### src/rtl/aux_run_ctrl_pkg.sv
// Shared definitions for the run/stop sequencer.
// Contents: the FSM state codes, the stop-cause codes, the width of the
// step counter, and a helper that identifies the stopped states.
package aux_run_ctrl_pkg;

  localparam int unsigned STEP_BIT = 8;
  localparam logic [STEP_BIT-1:0] STEP_ONE = {{(STEP_BIT-1){1'b0}}, 1'b1};

  typedef enum logic [2:0] {
    ST_IDLE    = 3'd0,
    ST_RUN     = 3'd1,
    ST_STEP    = 3'd2,
    ST_HALTED  = 3'd3,
    ST_BREAK   = 3'd4,
    ST_PAUSED  = 3'd5
  } run_state_e;

  typedef enum logic [1:0] {
    CAUSE_NONE = 2'b00,
    CAUSE_HALT = 2'b01,
    CAUSE_BP   = 2'b10,
    CAUSE_STEP = 2'b11
  } stop_cause_e;

  // Only RUN and STEP let the core advance; every other state waits for go.
  function automatic logic is_running(input run_state_e s);
    return (s == ST_RUN) || (s == ST_STEP);
  endfunction

endpackage

### src/rtl/aux_debounce.sv
// Pushbutton conditioner: 2-flop synchronizer, stability counter,
// debounced level and a one-cycle pulse on the debounced rising edge.
// Ports:
//   clk, rst   core clock, synchronous active-high reset
//   i_raw      raw asynchronous, bouncy button
//   o_go       one-cycle pulse when the debounced level rises
module aux_debounce
  import aux_run_ctrl_pkg::*;
#(
  parameter logic [15:0] DebounceCnt = 16'd50000
) (
  input  logic clk,
  input  logic rst,
  input  logic i_raw,
  output logic o_go
);

  logic        r_sync1;
  logic        r_sync2;
  logic        r_level;
  logic        r_go;
  logic [15:0] r_cnt;
  logic        w_diff;
  logic        w_done;

  // The counter measures how long the synced value has disagreed with the
  // accepted level; the level flips only after DebounceCnt such samples.
  assign w_diff = (r_sync2 != r_level);
  assign w_done = w_diff && (r_cnt == (DebounceCnt - 16'd1));

  always_ff @(posedge clk) begin
    if (rst) begin
      r_sync1 <= 1'b0;
      r_sync2 <= 1'b0;
      r_level <= 1'b0;
      r_go    <= 1'b0;
      r_cnt   <= '0;
    end else begin
      r_sync1 <= i_raw;
      r_sync2 <= r_sync1;
      r_go    <= w_done && r_sync2;
      if (!w_diff || w_done) begin
        r_cnt <= '0;
      end else begin
        r_cnt <= r_cnt + 16'd1;
      end
      if (w_done) begin
        r_level <= r_sync2;
      end
    end
  end

  assign o_go = r_go;

endmodule

### src/rtl/aux_run_ctrl.sv
// Run/stop sequencer for the pipelined core. Produces the core and
// performance-counter enable from a debounced resume button, the core halt
// flag, a PC breakpoint comparator and an N-instruction step counter.
// Ports:
//   clk, rst    core clock, synchronous active-high reset
//   resume      raw pushbutton (asynchronous, bouncy)
//   step_mode   1 = step N instructions, 0 = free run (sampled on resume)
//   step_cnt    instructions per step, 0 behaves as 1 (sampled on resume)
//   bp_en       breakpoint enable
//   bp_addr     breakpoint PC
//   pc          current core PC
//   halt        core halted (syscall stop)
//   en          core / counter enable
//   state       current FSM state code
//   stop_cause  00 none, 01 halt, 10 breakpoint, 11 step done
module aux_run_ctrl
  import aux_run_ctrl_pkg::*;
#(
  parameter logic [15:0] DebounceCnt = 16'd50000,
  parameter int unsigned PcBit       = 32
) (
  input  logic                clk,
  input  logic                rst,
  input  logic                resume,
  input  logic                step_mode,
  input  logic [STEP_BIT-1:0] step_cnt,
  input  logic                bp_en,
  input  logic [PcBit-1:0]    bp_addr,
  input  logic [PcBit-1:0]    pc,
  input  logic                halt,
  output logic                en,
  output logic [2:0]          state,
  output logic [1:0]          stop_cause
);

  run_state_e          r_state;
  stop_cause_e         r_cause;
  logic [STEP_BIT-1:0] r_remaining;
  logic                r_skip;

  logic                w_go;
  logic                w_bp_hit;
  logic                w_stop;
  logic                w_en;
  logic [STEP_BIT-1:0] w_step_load;

  aux_debounce #(
    .DebounceCnt(DebounceCnt)
  ) u_debounce (
    .clk  (clk),
    .rst  (rst),
    .i_raw(resume),
    .o_go (w_go)
  );

  assign w_bp_hit    = bp_en && (pc == bp_addr);
  // skip masks the stop condition for the one instruction that caused the
  // previous stop, so a resume from HALTED/BREAK makes progress.
  assign w_stop      = !r_skip && (halt || w_bp_hit);
  // Combinational so the instruction at a breakpoint/halt never executes.
  assign w_en        = is_running(r_state) && !w_stop;
  assign w_step_load = (step_cnt == '0) ? STEP_ONE : step_cnt;

  always_ff @(posedge clk) begin
    if (rst) begin
      r_state     <= ST_IDLE;
      r_cause     <= CAUSE_NONE;
      r_remaining <= '0;
      r_skip      <= 1'b0;
    end else begin
      if (w_en) begin
        r_skip <= 1'b0;
      end
      case (r_state)
        ST_RUN: begin
          if (w_stop) begin
            r_state <= halt ? ST_HALTED : ST_BREAK;
            r_cause <= halt ? CAUSE_HALT : CAUSE_BP;
          end
        end
        ST_STEP: begin
          // A stop on the last step wins and leaves remaining untouched.
          if (w_stop) begin
            r_state <= halt ? ST_HALTED : ST_BREAK;
            r_cause <= halt ? CAUSE_HALT : CAUSE_BP;
          end else if (w_en) begin
            if (r_remaining == STEP_ONE) begin
              r_state <= ST_PAUSED;
              r_cause <= CAUSE_STEP;
            end else begin
              r_remaining <= r_remaining - STEP_ONE;
            end
          end
        end
        default: begin
          if (w_go) begin
            r_state     <= step_mode ? ST_STEP : ST_RUN;
            r_remaining <= w_step_load;
            r_cause     <= CAUSE_NONE;
            r_skip      <= (r_state == ST_HALTED) || (r_state == ST_BREAK);
          end
        end
      endcase
    end
  end

  assign en         = w_en;
  assign state      = r_state;
  assign stop_cause = r_cause;

endmodule

### config.mk
export PLATFORM = sky130hd
export DESIGN_NAME = aux_run_ctrl
export DESIGN_NICKNAME = d
export VERILOG_FILES = /design/src/rtl/aux_run_ctrl_pkg.sv /design/src/rtl/aux_debounce.sv /design/src/rtl/aux_run_ctrl.sv
export SDC_FILE = /design/constraint.sdc
export NUM_CORES = 1
export LEC_CHECK = 0
export ABC_AREA = 0
export CAP_MARGIN = 10
export CORE_ASPECT_RATIO = 0.8
export CORE_MARGIN = 5
export CORE_UTILIZATION = 60
export CTS_BUF_LIST = sky130_fd_sc_hd__clkbuf_2
export DETAILED_ROUTE_END_ITERATION = 10
export DONT_BUFFER_PORTS = 1
export PLACE_DENSITY = 0.86
export RECOVER_POWER = 100
export SLEW_MARGIN = 25
export SYNTH_ARGS = -nofsm -noshare
export SYNTH_HDL_FRONTEND = slang
export SYNTH_HIERARCHICAL = 1
export SYNTH_SLANG_ARGS = --single-unit
### constraint.sdc
create_clock -name clk -period 2 [get_ports clk]
set_input_delay 0.4 -clock clk [delete_from_list [all_inputs] [get_ports clk]]
set_output_delay 0.4 -clock clk [all_outputs]
set_load 0.01 [all_outputs]
==> results of run 1 <==
==> flip-flops by register name, indices dropped and copies added (netlist names) <==
register	count
r_remaining	8
r_skip	1
u_debounce/o_go	1
u_debounce/r_level	1
u_debounce/r_sync2	1
u_debounce/r_sync1	1
stop_cause	1
state	3
u_debounce/r_cnt	16
==> per-stage QoR <==
step	setup WS [ns]	instance area [sq um]
global route	-0.0695	2460
CTS	0.00865	2400
detailed placement	-0.0302	2350
finish	0.0607	2460
global placement	0.0129	2350
floorplan	0.0290	2260
==> cells in the mapped netlist (2+ instances only) <==
library cell,number,share of area
nor2_1,26,0.043
a21oi_1,11,0.024
and3_1,2,0.0055
inv_1,10,0.017
ha_1,3,0.017
nor4_1,9,0.025
xor2_1,30,0.12
clkbuf_1,2,0.0033
or2b_2,2,0.0078
clkbuf_8,2,0.012
o21ai_1,3,0.0067
nor2_2,2,0.0055
o31ai_1,5,0.017
dfxtp_1,33,0.29
and4bb_2,2,0.011
nor3_1,11,0.024
xnor2_1,18,0.070
o211ai_1,6,0.020
o21ai_0,7,0.016
nor2b_1,2,0.0055
nand3_1,7,0.016
nor4b_2,2,0.013
nor4_2,5,0.028
nand4_1,4,0.011
mux2i_1,2,0.0089
nand2_1,13,0.022
==> report_power, final <==
group | internal, mW | total (mW) | switching [mW]
Combinational | 0.353 | 0.820 | 0.466
Sequential | 0.715 | 0.793 | 0.0780
Clock | 0.0879 | 0.316 | 0.228
Total | 1.16 | 1.93 | 0.772
==> layout make-up <==
cell class              count  area share
repair buffers             17      0.0518
clock buffers               6      0.0122
well taps                  44      0.0223
flip-flops and latches     33       0.272
multi-input cells         202       0.623
inverters                  10      0.0152
clock inverters             2     0.00406
==> timing repair <==
item                       4_1_cts  5_1_grt
gates cloned                     0        0
pin swaps                        0        4
resized for setup                3       10
setup endpoints to repair        3        8
buffers inserted                 0        4
==> cells by family (layout without fill, tap and decap cells) <==
logic type	after synthesis	in the layout
and+or+nand+nor	100	100
AOI/OAI and AO/OA	49	49
buffers and inverters	17	35
DFF	33	33
xor gates and xnor gates	48	48
adders and majority gates	3	3
muxes	2	2
==> critical path, stage by stage, from the launching register on <==
cell and delay [ns]:
dfxtp_1 0.38, or4_4 0.59, o311ai_4 0.31, buf_4 0.18, and2_1 0.18, o21ai_1 0.08
a21oi_1 0.15
==> final timing paths <==
kind / cells after the start / slack [ns] / to
worst max register to register: 6 / 0.06 / r_remaining[1]$_SDFFE_PP0P_
worst min-delay path: 1 / 0.05 / r_skip$_SDFF_PP0_
worst max-delay path: 6 / 0.06 / r_remaining[1]$_SDFFE_PP0P_
worst min register to register: 1 / 0.45 / u_debounce/r_sync2$_SDFF_PP0_
==> layer usage <==
metal,global-route usage,routed length (um),vias up
met4,0.0393,35,0
li1,-,-,952
met3,0.0625,345,5
met2,0.333,2530,67
met1,0.268,2380,912
met5,0,0,-
==> flow_summary_export.csv, run 1 <==
group,metric,value,unit
detailed_routing,vias,1936,
timing,finalCritPeriodShare,0.970,
cells_and_area,seqCellArea,669,sq um
run,cap_viol_max_count,0,
cells_and_area,layout-drive-gt1-share,0.233,
synth,synth-main-ff-cell,"dfxtp_1",
cts,cts_buffers,5,
timing,finalHoldViolCount,0,
synth,synth_top_family_by_area,"simple AND/OR/NAND/NOR gates",
synth,synth_fa_ha_area_frac,0.0166,
detailed_routing,ant_nets,0,
detailed_routing,viasPerCell,6.17,
detailed_routing,drc,0,
die,fp.coreArea,3700,sq um
cells_and_area,finalNetCount,350,
die,rows,20,
detailed_routing,drt_first_iter_violations,158,
cts,clk_latency,0.37,ns
die,die_h,64.8,um
placed_design,dp.cells,302,
synth,synth-simple-area-share,0.293,
synth,synth_cell_types,59,
grt,gr-usage-all-layers,0.204,
die,die-area,5090,sq um
grt,grt_first_pass_wirelength,8450,um
synth,syn_area,2260,sq um
cts,tritoncts,"done",
cells_and_area,mostFrequentLayoutCells,"xor2_1 (30), dfxtp_1 (28), nor2_1 (25)",
cells_and_area,fin_cells,314,
worst_setup_path,crit_fanout,3,
power_and_ir_drop,ir_worst_vdd,0.364,mV
cells_and_area,final_common_cell,"xor2_1",
synth,synthMuxAreaShare,0.00887,
die,start_util,0.609,
power_and_ir_drop,p_total,1.93,mW
timing,tightestPinTransition,0.484,ns
timing,period_needed,1.94,ns
timing,clock.fmax,516,MHz
synth,async_reset_ff_frac,0,
synth,synth_compound_area_frac,0.159,
timing,clock_skew,0.0238,ns
cells_and_area,fillers,299,
synth,synthXorXnorAreaFrac,0.186,
grt,antenna_found_initial,0,
synth,ys_seq_area_frac,0.293,
synth,synth_fp_nets,333,
cells_and_area,multiInputGateArea,1530,sq um
die,ios,84,
power_and_ir_drop,powerDensity,783,nW/um^2
placed_design,dp_hpwl,4070,um
worst_setup_path,critPathRequiredTime,2.31,ns
worst_setup_path,critPathLaunchType,"flop",
synth,synth_area_per_cell,8.95,sq um
placed_design,gp_congestion,0.939,
cts,cts_hold_buf,0,
timing,rsz0062_at_grt,"yes",
cells_and_area,final_core_util,0.665,
min_path,holdCritPathClass,"in2reg",
cts,cts.sinks,33,
timing,totalNegativeSetupSlack,0,ns
synth,synth_edf_count,0,
grt,grt_max_degree,19,
cells_and_area,diodes,0,
worst_setup_path,critPathKind,"reg2reg",
cts,htreeDepth,2,
min_path,worstHoldStart,"rst",
status,status,"complete, no violations",
die,die_w,78.6,um
timing,maxSlewViolCount,0,
grt,grt_pass1_vias,1823,
timing,worst_hold_slack,0.0549,ns
detailed_routing,first_pass_iters,4,
worst_setup_path,crit_path_end_kind,"flop",
worst_setup_path,startpoint,"r_remaining[5]$_SDFFE_PP0P_",
synth,ys_warn_count,6,
cts,clk_pin_slew,0.18,ns
cts,clock-root-buffer,"clkbuf_2",
power_and_ir_drop,p_leak,0.891,nW
timing,relSlewSlack,0.678,
worst_setup_path,rr_startpoint,"r_remaining[5]$_SDFFE_PP0P_",
detailed_routing,finalWirelength,5290,um
cells_and_area,area_growth,9.21,%
cts,clockBufferDepth,2,
grt,grt_overflow_total,0,
detailed_routing,wl_per_cell,16.8,um
synth,syn_inst,252,
timing,setup_viol,0,
synth,ys_seq_elements,33,
placed_design,port_buffers,0,
worst_setup_path,worstPathArrival,2.25,ns
No activity file was read; power rests on OpenSTA's default activity.
==> run 2, diff against run 1 <==
- CTS_CLUSTER_SIZE: unset -> 10
- TNS_END_PERCENT: unset -> 5
==> flow_summary_export.csv, run 2 (synthesized netlist as in run 1, its figures left out) <==
group,metric,value,unit
status,status,"complete, no violations",
cts,clk_pin_slew,0.18,ns
worst_setup_path,critPathLaunchType,"flop",
grt,grt_first_pass_wirelength,8450,um
detailed_routing,drc,0,
timing,period_needed,1.93,ns
cts,clk_latency,0.37,ns
grt,antenna_found_initial,0,
detailed_routing,vias,1950,
cts,cts_buffers,5,
cts,clockBufferDepth,2,
detailed_routing,finalWirelength,5250,um
worst_setup_path,critPathRequiredTime,1.60,ns
cells_and_area,largest_reg_flops,16,
grt,gr-usage-all-layers,0.204,
cts,cts.sinks,33,
timing,finalCritPeriodShare,0.966,
detailed_routing,first_pass_iters,4,
run,cap_viol_max_count,0,
cells_and_area,seqCellArea,668,sq um
cells_and_area,diodes,0,
placed_design,dp_slack,-0.0302,ns
timing,maxSlewViolCount,0,
power_and_ir_drop,p_leak,0.890,nW
power_and_ir_drop,ir_worst_vdd,0.360,mV
cts,tritoncts,"done",
die,die-area,5090,sq um
timing,setup_viol,0,
worst_setup_path,crit_path_end_kind,"output port",
grt,grt_overflow_total,0,
detailed_routing,dr_wl_met2,2510,um
detailed_routing,wl_per_cell,16.7,um
placed_design,dp_hpwl,4070,um
cells_and_area,mostFrequentLayoutCells,"xor2_1 (30), dfxtp_1 (29), nor2_1 (25)",
cells_and_area,regMostFlops,"u_debounce/r_cnt",
detailed_routing,drt_first_iter_violations,191,
cts,clock-root-buffer,"clkbuf_2",
placed_design,port_buffers,0,
die,die_w,78.6,um
cells_and_area,finalNetCount,350,
placed_design,dp.cells,302,
timing,tightestPinTransition,0.488,ns
cts,htreeDepth,2,
min_path,holdCritPathClass,"in2reg",
detailed_routing,wl_met1,2320,um
timing,finalHoldViolCount,0,
cts,cts_hold_buf,0,
timing,setup_ws,0.0677,ns
detailed_routing,wl_met3,374,um
die,ios,84,
worst_setup_path,cp_cell_sequence,"xnor2_1, nor2_2, nand2_1, nor2_2",
power_and_ir_drop,p_total,1.92,mW
timing,rsz0062_at_grt,"yes",
cells_and_area,layout-drive-gt1-share,0.230,
timing,relSlewSlack,0.675,
detailed_routing,viasPerCell,6.21,
detailed_routing,ant_nets,0,
timing,clock.fmax,518,MHz
placed_design,gp_congestion,0.939,
die,start_util,0.609,
grt,grt_pass1_vias,1823,
die,rows,20,
detailed_routing,top_layer_used,"met4",
die,die_h,64.8,um
cells_and_area,fin_cells,314,
worst_setup_path,critPathSlowestCell,"dfxtp_2",
timing,clock_skew,0.0218,ns
die,fp.coreArea,3700,sq um
worst_setup_path,path_common_cell,"nor2_2",
grt,grt_max_degree,19,
worst_setup_path,worstPathArrival,1.53,ns
worst_setup_path,critPathKind,"reg2out",
worst_setup_path,crit_fanout,7,
cells_and_area,area_growth,8.93,%
cells_and_area,multiInputGateArea,1530,sq um
power_and_ir_drop,powerDensity,781,nW/um^2
cells_and_area,final_common_cell,"xor2_1",
worst_setup_path,critPathMaxStageDelay,0.46,ns
cells_and_area,fillers,299,
==> run 2: cell counts in the layout (fill, tap and decap cells not counted) <==
Identical to the previous run, type by type.
==> run 2: worst max-delay path: cells and delay by family (launching register included) <==
kind             cells  cell delay (ns)
AND/OR/NAND/NOR      3             0.54
flip-flops           1             0.46
XOR/XNOR             1             0.15
==> run 2: path summary, 6_finish.rpt <==
kind,cells after the start,slack (ns),to,start
max,4,0.07,en,state[1]$_SDFFE_PP0P_
min,1,0.05,r_skip$_SDFF_PP0_,rst
max reg2reg,6,0.08,r_remaining[1]$_SDFFE_PP0P_,r_remaining[5]$_SDFFE_PP0P_
min reg2reg,1,0.45,u_debounce/r_sync2$_SDFF_PP0_,u_debounce/r_sync1$_SDFF_PP0_
==> run 2: per-layer routing <==
layer	vias up	track usage
li1	948	-
met1	929	0.268
met2	68	0.333
met3	5	0.0625
met4	0	0.0393
met5	-	0
==> run 2: layout make-up <==
| cell class | count | share of cell area |
|---|---|---|
| inverters | 10 | 0.0153 |
| clock inverters | 2 | 0.00407 |
| repair buffers | 17 | 0.0519 |
| flip-flops and latches | 33 | 0.272 |
| well taps | 44 | 0.0224 |
| clock buffers | 6 | 0.0122 |
| multi-input cells | 202 | 0.622 |
==> run 2: timing repair <==
action | 4_1_cts | 5_1_grt
resized for setup | 3 | 8
pin swaps | 0 | 3
setup endpoints to repair | 3 | 8
setup buffers | 0 | 4
==> run 2: metrics by stage <==
stage	hold WS, ns	util	instance area (sq um)	setup TNS [ns]
6_report	0.0520	0.664	2460	0
5_1_grt	0.0107	0.664	2460	-0.0900
4_1_cts	0.0442	0.647	2400	0
3_5_place_dp	0.448	0.634	2350	-0.0398
3_3_place_gp	0.418	0.634	2350	0
2_1_floorplan	0.414	-	2260	0
==> run 2: power breakdown <==
group	internal, mW	switching [mW]	total (mW)
registers	0.715	0.0781	0.793
logic	0.351	0.461	0.812
clock network	0.0879	0.225	0.313
==> run 3, diff against run 2 <==
- CTS_BUF_LIST: sky130_fd_sc_hd__clkbuf_2 -> sky130_fd_sc_hd__clkbuf_8
- SLEW_MARGIN: 25 -> 15
==> flow_summary_export.csv, run 3 (synthesized netlist as in run 1, its figures left out) <==
group,metric,value,unit
die,die_w,78.6,um
worst_setup_path,endpoint,"r_remaining[1]$_SDFFE_PP0P_",
status,status,"complete, no violations",
timing,period_needed,1.97,ns
grt,antenna_found_initial,0,
run,cap_viol_max_count,0,
power_and_ir_drop,p_leak,0.847,nW
power_and_ir_drop,p_switching,768,uW
worst_setup_path,critPathMaxStageDelay,0.62,ns
power_and_ir_drop,p_sw_frac,0.374,
cts,post-cts-setup-buffers,0,
min_path,worstHoldStart,"rst",
cells_and_area,final_common_cell,"dfxtp_1",
grt,grt_first_pass_wirelength,8650,um
die,start_util,0.609,
placed_design,port_buffers,0,
die,ios,84,
min_path,holdCritPathClass,"in2reg",
placed_design,dp.cells,302,
detailed_routing,dr_wl_met2,2420,um
cts,cts_buffers,5,
worst_setup_path,critPathLaunchType,"flop",
detailed_routing,ant_nets,0,
worst_setup_path,cp_top_family,"simple AND/OR/NAND/NOR gates",
cells_and_area,area_growth,7.71,%
die,fp.coreArea,3700,sq um
power_and_ir_drop,ir_worst_vdd,0.371,mV
worst_setup_path,rr_worst_depth,6,
placed_design,gp_congestion,0.939,
power_and_ir_drop,p_clk_frac,0.231,
power_and_ir_drop,share_comb_of_total_power,0.385,
cts,htreeDepth,2,
worst_setup_path,rr_startpoint,"r_remaining[5]$_SDFFE_PP0P_",
cts,clk_latency,0.28,ns
worst_setup_path,cp_cell_sequence,"or4_1, o311ai_2, buf_4, and2_1, o21ai_1, a21oi_1",
grt,gr-usage-all-layers,0.213,
timing,clock_skew,0.00516,ns
worst_setup_path,critPathSlowestCell,"or4_1",
detailed_routing,vias,1931,
detailed_routing,drt_first_iter_violations,189,
power_and_ir_drop,pwr-share-seq,0.384,
timing,relSlewSlack,0.730,
cells_and_area,fillers,301,
grt,grt_pass1_vias,1850,
cells_and_area,finalNetCount,346,
cts,cts.sinks,33,
cells_and_area,fin_cells,310,
cts,clock-root-buffer,"clkbuf_8",
die,die_h,64.8,um
grt,grt_max_degree,19,
cells_and_area,final_core_util,0.656,
cells_and_area,diodes,0,
worst_setup_path,r2r-end,"r_remaining[1]$_SDFFE_PP0P_",
cts,clockBufferDepth,2,
cts,clk_pin_slew,0.07,ns
power_and_ir_drop,powerDensity,845,nW/um^2
worst_setup_path,crit_cells,6,
detailed_routing,first_pass_iters,4,
timing,clock.fmax,508,MHz
timing,maxSlewViolCount,0,
timing,finalHoldViolCount,0,
detailed_routing,wl_per_cell,16.7,um
cells_and_area,largest_reg_flops,16,
detailed_routing,drc,0,
worst_setup_path,crit_fanout,3,
cells_and_area,layout-drive-gt1-share,0.188,
timing,finalCritPeriodShare,0.983,
detailed_routing,viasPerCell,6.23,
timing,setup_viol,0,
power_and_ir_drop,p_int,1.29,mW
worst_setup_path,rrSetupSlack,0.03,ns
worst_setup_path,crit_path_end_kind,"flop",
detailed_routing,top_layer_used,"met4",
worst_setup_path,critPathRequiredTime,2.22,ns
worst_setup_path,worstPathArrival,2.18,ns
die,die-area,5090,sq um
placed_design,dp_hpwl,4070,um
timing,totalNegativeSetupSlack,0,ns
cells_and_area,regMostFlops,"u_debounce/r_cnt",
timing,tightestPinTransition,0.401,ns
grt,grt_overflow_total,0,
worst_setup_path,cp_num_buf_inv,1,
worst_setup_path,critPathKind,"reg2reg",
cells_and_area,mostFrequentLayoutCells,"dfxtp_1 (33), xor2_1 (30), nor2_1 (25)",
timing,rsz0062_at_grt,"yes",
die,rows,20,
detailed_routing,wl_met1,2280,um
cts,tritoncts,"done",
worst_setup_path,startpoint,"r_remaining[5]$_SDFFE_PP0P_",
detailed_routing,wl_met3,390,um
detailed_routing,finalWirelength,5180,um
==> run 3: cell types whose count changed in the layout (fill, tap and decap cells not counted), sizes merged <==
cell / change
buf: -5
inv: +1
==> run 3: area by class of cell <==
cell class,instances,area (sq um),share of cell area
inverters,10,37.5,0.0154
well taps,44,55.1,0.0227
multi-input cells,202,1500,0.617
flip-flops and latches,33,661,0.272
clock buffers,5,68.8,0.0283
clock inverters,3,13.8,0.00566
repair buffers,13,93.8,0.0386
==> run 3: how the worst min path moves through the flow <==
| stage | endpoint | slack, ns | cells past startpoint |
|---|---|---|---|
| 2_1_floorplan | u_debounce/r_sync2$_SDFF_PP0_ | 0.41 | 1 |
| 3_3_place_gp | u_debounce/r_sync2$_SDFF_PP0_ | 0.42 | 1 |
| 3_5_place_dp | u_debounce/r_sync2$_SDFF_PP0_ | 0.45 | 1 |
| 4_1_cts | state[1]$_SDFFE_PP0P_ | 0.16 | 1 |
| 5_1_grt | r_skip$_SDFF_PP0_ | 0.15 | 1 |
| 6_report | state[1]$_SDFFE_PP0P_ | 0.17 | 1 |
==> run 3: power groups by stage <==
stage	registers, mW	logic [mW]	clock network [mW]
CTS	0.787	0.772	0.493
finish	0.790	0.791	0.474
global placement	0.794	0.747	0
detailed placement	0.800	0.766	0
global route	0.796	0.862	0.522
floorplan	0.798	0.578	0
==> run 3: per-stage QoR <==
stage	worst slack, ns	hold WS [ns]	power (mW)	area, sq um
final	0.0331	0.174	2.05	2430
after global routing	-0.0466	0.154	2.18	2430
after CTS	0.0160	0.163	2.05	2430
after detailed placement	-0.0302	0.448	1.57	2350
after global placement	0.0129	0.418	1.54	2350
after floorplan	0.0290	0.414	1.38	2260
==> run 3: worst reg2reg max path, delay by kind of cell (launching register included) <==
kind,cells,cell delay (ns)
AND/OR/NAND/NOR,2,0.80
buffers and inverters,1,0.17
flip-flops,1,0.34
AO/OA/AOI/OAI,3,0.58
==> run 3: layer usage <==
metal / vias to the layer above / track usage
met5: - / 0
met4: 0 / 0.0917
li1: 938 / -
met3: 8 / 0.0681
met1: 907 / 0.268
met2: 78 / 0.335
==> run 3: what timing repair did <==
item                                   CTS  global route
hold buffers                             0             0
gates resized for setup                  0             5
setup endpoints to repair                0             9
endpoints found under the hold margin    0             0
